<file path="src/rtl/instruction_fetch_unit.sv">
// ----------------------------------------------------------------------------
// instruction_fetch_unit
//
// RV64 fetch stage. It holds the program counter and a byte-addressed,
// little-endian instruction memory. It presents one registered 32-bit
// instruction per cycle, with its PC, to decode. A taken branch held in the
// output register redirects the PC to pc_out + (branch_imm << 1).
//
// Ports
//   clk          in   rising-edge clock
//   reset        in   asynchronous, active-low reset (0 = reset)
//   imem_we      in   program-load byte write enable
//   imem_waddr   in   [63:0] program-load byte address (ignored when out of range)
//   imem_wdata   in   [7:0]  program-load byte data
//   stall        in   decode not ready: hold the output register and PC
//   branch_taken in   the branch in the output register resolved taken
//   branch_imm   in   [63:0] sign-extended halfword offset, unshifted
//   instruction  out  [31:0] fetched instruction (registered)
//   pc_out       out  [63:0] PC of the instruction on the instruction output
//   valid        out  instruction/pc_out hold a live instruction
//   done         out  fetch ran past the end of memory (sticky)
//   fault        out  misaligned redirect target (sticky)
//   fetch_count  out  [31:0] number of instructions issued with valid=1
//   state_dbg    out  [1:0]  current FSM state (0 FETCH, 1 DONE, 2 FAULT)
//
// Handshake: an instruction is transferred to decode on every rising edge
// where valid=1 and stall=0. While stall=1 the output register is held
// unchanged. A redirect (branch_taken=1 with valid=1) takes effect on the
// edge it is seen, even while stalled, and is followed by one bubble cycle.
// ----------------------------------------------------------------------------
module instruction_fetch_unit #(
  parameter int unsigned IMEM_BYTES = 64,
  parameter logic [63:0] RESET_PC   = 64'd0
) (
  input  logic        clk,
  input  logic        reset,
  input  logic        imem_we,
  input  logic [63:0] imem_waddr,
  input  logic [7:0]  imem_wdata,
  input  logic        stall,
  input  logic        branch_taken,
  input  logic [63:0] branch_imm,
  output logic [31:0] instruction,
  output logic [63:0] pc_out,
  output logic        valid,
  output logic        done,
  output logic        fault,
  output logic [31:0] fetch_count,
  output logic [1:0]  state_dbg
);

  localparam int unsigned AW = (IMEM_BYTES > 1) ? $clog2(IMEM_BYTES) : 1;

  typedef enum logic [1:0] {
    ST_FETCH = 2'd0,
    ST_DONE  = 2'd1,
    ST_FAULT = 2'd2
  } state_e;

  state_e state_q, state_d;

  logic [63:0] pc_q, pc_d;
  logic [31:0] instr_q, instr_d;
  logic [63:0] pc_out_q, pc_out_d;
  logic        valid_q, valid_d;
  logic        done_q, done_d;
  logic        fault_q, fault_d;
  logic [31:0] count_q, count_d;

  // --------------------------------------------------------------------------
  // Instruction memory (not reset). Reads are asynchronous from the array, so
  // a write and a read of the same byte on one edge return the old data.
  // --------------------------------------------------------------------------
  logic [7:0] mem_q [IMEM_BYTES];

  logic          waddr_ok;
  logic [AW-1:0] waddr_idx;

  assign waddr_ok  = (imem_waddr < 64'(IMEM_BYTES));
  assign waddr_idx = imem_waddr[AW-1:0];

  always_ff @(posedge clk) begin
    if (imem_we && waddr_ok) begin
      mem_q[waddr_idx] <= imem_wdata;
    end
  end

  // --------------------------------------------------------------------------
  // Fetch word and range check. The check is written as pc <= SIZE-4 so that
  // a PC near 2^64 cannot wrap around and look in range.
  // --------------------------------------------------------------------------
  logic          fetch_ok;
  logic [AW-1:0] idx0, idx1, idx2, idx3;
  logic [31:0]   fetch_word;

  assign fetch_ok = (64'(IMEM_BYTES) >= 64'd4) &&
                    (pc_q <= (64'(IMEM_BYTES) - 64'd4));
  assign idx0 = pc_q[AW-1:0];
  assign idx1 = idx0 + AW'(1);
  assign idx2 = idx0 + AW'(2);
  assign idx3 = idx0 + AW'(3);

  always_comb begin
    fetch_word = 32'd0;
    if (fetch_ok) begin
      fetch_word = {mem_q[idx3], mem_q[idx2], mem_q[idx1], mem_q[idx0]};
    end
  end

  // --------------------------------------------------------------------------
  // Redirect target: halfword offset, 64-bit wrap.
  // --------------------------------------------------------------------------
  logic        redirect;
  logic [63:0] target;

  assign redirect = branch_taken && valid_q;
  assign target   = pc_out_q + (branch_imm << 1);

  // --------------------------------------------------------------------------
  // FSM: state register
  // --------------------------------------------------------------------------
  always_ff @(posedge clk or negedge reset) begin
    if (!reset) begin
      state_q <= ST_FETCH;
    end else begin
      state_q <= state_d;
    end
  end

  // --------------------------------------------------------------------------
  // FSM: next-state logic. Priority is redirect > stall > normal fetch.
  // --------------------------------------------------------------------------
  always_comb begin
    state_d = state_q;
    case (state_q)
      ST_FETCH: begin
        if (redirect) begin
          if (target[1]) state_d = ST_FAULT;
        end else if (!stall && !fetch_ok) begin
          state_d = ST_DONE;
        end
      end
      ST_DONE:  state_d = ST_DONE;
      ST_FAULT: state_d = ST_FAULT;
      default:  state_d = ST_FETCH;
    endcase
  end

  // --------------------------------------------------------------------------
  // Datapath next-state logic
  // --------------------------------------------------------------------------
  always_comb begin
    pc_d     = pc_q;
    instr_d  = instr_q;
    pc_out_d = pc_out_q;
    valid_d  = valid_q;
    done_d   = done_q;
    fault_d  = fault_q;
    count_d  = count_q;
    case (state_q)
      ST_FETCH: begin
        if (redirect) begin
          // One bubble; instruction and pc_out keep the branch for visibility.
          pc_d    = target;
          valid_d = 1'b0;
          if (target[1]) fault_d = 1'b1;
        end else if (stall) begin
          // Hold everything.
        end else if (fetch_ok) begin
          instr_d  = fetch_word;
          pc_out_d = pc_q;
          valid_d  = 1'b1;
          pc_d     = pc_q + 64'd4;
          count_d  = count_q + 32'd1;
        end else begin
          valid_d = 1'b0;
          done_d  = 1'b1;
        end
      end
      ST_DONE:  valid_d = 1'b0;
      ST_FAULT: valid_d = 1'b0;
      default:  valid_d = 1'b0;
    endcase
  end

  always_ff @(posedge clk or negedge reset) begin
    if (!reset) begin
      pc_q     <= RESET_PC;
      instr_q  <= 32'd0;
      pc_out_q <= 64'd0;
      valid_q  <= 1'b0;
      done_q   <= 1'b0;
      fault_q  <= 1'b0;
      count_q  <= 32'd0;
    end else begin
      pc_q     <= pc_d;
      instr_q  <= instr_d;
      pc_out_q <= pc_out_d;
      valid_q  <= valid_d;
      done_q   <= done_d;
      fault_q  <= fault_d;
      count_q  <= count_d;
    end
  end

  // --------------------------------------------------------------------------
  // FSM: outputs (all registered values)
  // --------------------------------------------------------------------------
  always_comb begin
    instruction = instr_q;
    pc_out      = pc_out_q;
    valid       = valid_q;
    done        = done_q;
    fault       = fault_q;
    fetch_count = count_q;
    state_dbg   = state_q;
  end

endmodule
</file>
<file path="config.mk">
export PLATFORM = sky130hd
export DESIGN_NAME = instruction_fetch_unit
export DESIGN_NICKNAME = d
export VERILOG_FILES = /design/src/rtl/instruction_fetch_unit.sv
export SDC_FILE = /design/constraint.sdc
export NUM_CORES = 2
export LEC_CHECK = 0
export BUFFER_PORTS_ARGS = -buffer_cell sky130_fd_sc_hd__buf_2
export CAP_MARGIN = 5
export CORE_AREA = 2 2 354 251
export CTS_CLUSTER_SIZE = 8
export DETAILED_ROUTE_END_ITERATION = 10
export DIE_AREA = 0 0 356 253
export GPL_ROUTABILITY_DRIVEN = 0
export HOLD_SLACK_MARGIN = 0.03
export PLACE_DENSITY = 0.81
export SLEW_MARGIN = 40
export SYNTH_ARGS = -nofsm -noshare
export SYNTH_HDL_FRONTEND = slang
export SYNTH_SLANG_ARGS = --single-unit
</file>
<file path="constraint.sdc">
create_clock -name clk -period 3.9 [get_ports clk]
set_input_delay 0.585 -clock clk [delete_from_list [all_inputs] [get_ports clk]]
set_output_delay 0.585 -clock clk [all_outputs]
set_load 0.03 [all_outputs]
</file>
==> reports/summary.txt <==
Row Count -> 91
Worst EP arrival -> 4.27 ns
DRC Markers -> 0
Crit. End Element -> flip-flop
Setup Skew -> 0.0285 ns
clock sink count -> 709
pin count of the biggest net entering global routing -> 141
Simple-Gate Fraction of Synth Area -> 0.0689
Gate Count Post-Synth -> 2,752
fmax -> 270 MHz
post-synth cell types -> 74
grt ovf -> 0
Setup TNS -> 0 ns
core area -> 87,000 µm²
Synth Area in Compound Gates -> 0.0455
final slew viol count -> 0
antenna viol nets, final -> 0
top-count cell post-synth -> mux4_2
clock slew at reported path FFs -> 0.05 ns
largest cells by area after synthesis -> edfxtp_1, mux4_2, dfrtp_1
CP Class -> flip-flop to flip-flop
mux cell area share after synthesis -> 0.350
Rel. slew slack -> 0.361
Post-Synth Adder-Cell Area -> 0.0205
Nets -> 3,289
Critical Path Most Common Cell -> o21ai_0
register area share after synthesis -> 0.471
Tot GR Track Use -> 0.306
CP Cell Sequence -> ha_1 -> a21oi_1 -> o21ai_0 -> a211oi_1 -> o221ai_1 -> nor3_1 -> o21ai_0 -> a31oi_1 -> o21bai_1 -> xnor2_1 -> o21ai_0
main combinational cell family by area after synthesis -> multiplexers
crit path buf inv count -> 0
Commonest cells post-synth -> mux4_2, edfxtp_1, nand2_1
area fraction of the dominant cell type after synthesis -> 0.357
total power -> 16.5 mW
die height -> 253 µm
CP Launch Type -> flip-flop
first-pass GRT wire length -> 201,000 µm
Min-Delay Path Class -> input pin to flip-flop
share of cells above drive strength 1 -> 0.396
Num CTS Buffers -> 99
final setup vio count -> 0
Leak -> 18.3 nW
Worst Path Max Fanout -> 5
Slew @ Worst Pin -> 0.959 ns
status -> finished, final reports clean
Detailed Route Iter0 Violations -> 4,731
Port Buffers -> 272
post-cts resize count -> 0
TritonCTS clock tree -> built
slowest library cell on the worst path -> a211oi_1
average wire per standard cell -> 32.1 µm
min Tclk post-route -> 3.70 ns
io pins -> 274
vias in the first global route -> 29,800
worst skew pair latency -> 0.67 ns
Syn. warnings -> 0
Syn Area/Cell -> 15.7 µm²
Initial Utilization -> 0.496
syn nets -> 2,963
dpl hpwl -> 94,600 µm
PD cells -> 333 nW/µm²
endpoints failing hold -> 0
die width -> 356 µm
root buf cell -> clkbuf_16
xor-xnor portion of the synthesized cell area -> 0.0207
drt first pass iters -> 6
CP delay by family, top -> compound AO/OA/AOI/OAI gates
routed vias/inst -> 7.17
Synth area leader -> edfxtp_1
peak supply drop -> 0.350 mV
asr flop ratio synth -> 0.278
EDFF count, synth -> 512
period utilization -> 0.949
Area Growth Syn to Fin -> 14.9%
slowest stage delay, CP -> 0.59 ns
wirelength, routed -> 138,000 µm
die area -> 90,100 µm²
flops & latches, synth -> 709
Most used DFF post-synth -> edfxtp_1
Vias -> 30,900
H-tree depth -> 3
CTS max path bufs -> 3
Synth Cell Area -> 43,100 µm²
RSZ-0062 raised after global routing -> false
max-cap violation count -> 0
WP data required -> 4.47 ns
initial antenna violation count -> 12
==> per-layer routing <==
metal,up-vias,global-route usage,part of all wire
met3,484,0.142,0.18
li1,12100,-,-
met4,10,0.131,0.054
met5,-,0.0103,0.0013
met1,15400,0.409,0.34
met2,2884,0.429,0.43
==> final cells by class <==
| class | count | area [µm²] |
|---|---|---|
| multi-input combinational | 1800 | 21900 |
| antenna | 3 | 7.51 |
| clock inverter | 8 | 70.1 |
| tap | 1162 | 1450 |
| inverter | 28 | 113 |
| fill | 6482 | 37400 |
| timing repair buffer | 440 | 2950 |
| sequential | 709 | 20300 |
| clock buffer | 158 | 2710 |
==> cell families (layout without fill, tap and decap cells) <==
family                     after synthesis  in the layout
other                                    0              3
buffers and inverters                  243            634
muxes                                  678            678
AOI/OAI and AO/OA                      320            320
xor gates and xnor gates               102            102
and+or+nand+nor                        630            630
adders and majority gates               70             70
DFF                                    709            709
==> placed cells by master, fill, tap and decap left out, types with 6 or more instances in the layout <==
cell type / instances
o22ai_1: 12
mux4_2: 663
nand3_1: 36
o21ai_0: 106
a21oi_1: 84
inv_6: 7
o21a_1: 8
a21o_1: 26
nand2b_1: 7
ha_1: 67
xor2_1: 30
o31ai_1: 6
buf_2: 265
nor3_1: 24
a211oi_1: 6
clkbuf_16: 100
o211ai_1: 6
nor2b_1: 10
xnor2_1: 65
and3_1: 16
edfxtp_1: 512
clkbuf_1: 58
inv_1: 27
nor4_1: 28
nor2_1: 134
nand4_1: 40
o21bai_1: 15
mux2i_1: 11
and2_1: 63
buf_4: 151
buf_12: 20
a22o_1: 6
a31oi_1: 7
o21ai_1: 7
nand2_1: 240
dfrtp_1: 193
==> flip-flops by register name, indices dropped and copies added, names as in the netlist, 2 cells and up <==
register / count
fetch_count: 32
instruction: 32
mem_q: 512
pc_out: 64
pc_q: 64
state_dbg: 2
==> through the flow <==
step,worst slack (ns),std cells,hold slack [ns],area (µm²),utilization
floorplan,0.173,2752,0.289,43100,-
global placement,0.257,4135,0.448,46600,0.536
detailed placement,0.312,4137,0.451,46700,0.537
CTS,0.311,4304,0.262,49500,0.569
global route,0.154,4306,0.301,49500,0.569
finish,0.199,4308,0.279,49500,0.570
==> worst register-to-register path, delay by kind of cell, from the launching register on <==
family	cells	cell delay, ns
compound gates	8	2.22
simple gates	1	0.50
flops	1	0.40
fa+ha+maj	1	0.36
xor+xnor	1	0.13
==> repair_timing <==
action / 4_1_cts / 5_1_grt
hold buffers: 1 / 0
setup buffers: 0 / 0
hold endpoints to repair: 102 / 0
==> worst paths after layout <==
check	from	to	slack, ns	cells past startpoint
setup / recovery	pc_out[14]$_DFFE_PN0P_	pc_q[47]$_DFFE_PN0P_	0.20	11
hold / removal	stall	valid$_DFFE_PN0P_	0.28	3
setup reg to reg	pc_out[14]$_DFFE_PN0P_	pc_q[47]$_DFFE_PN0P_	0.20	11
hold reg to reg	fault$_DFFE_PN0P_	fault$_DFFE_PN0P_	0.47	1
max in group asynchronous	reset	pc_q[31]$_DFFE_PN0P_	2.42	3
min in group asynchronous	reset	fetch_count[30]$_DFFE_PN0P_	0.52	2
==> power by group <==
part           total [mW]  internal [mW]  switching, mW
registers            8.11           8.11       0.000775
clock network        7.96           4.69           3.27
logic               0.412          0.125          0.287
total                16.5           12.9           3.56
No activity file was read; power rests on OpenSTA's default activity.
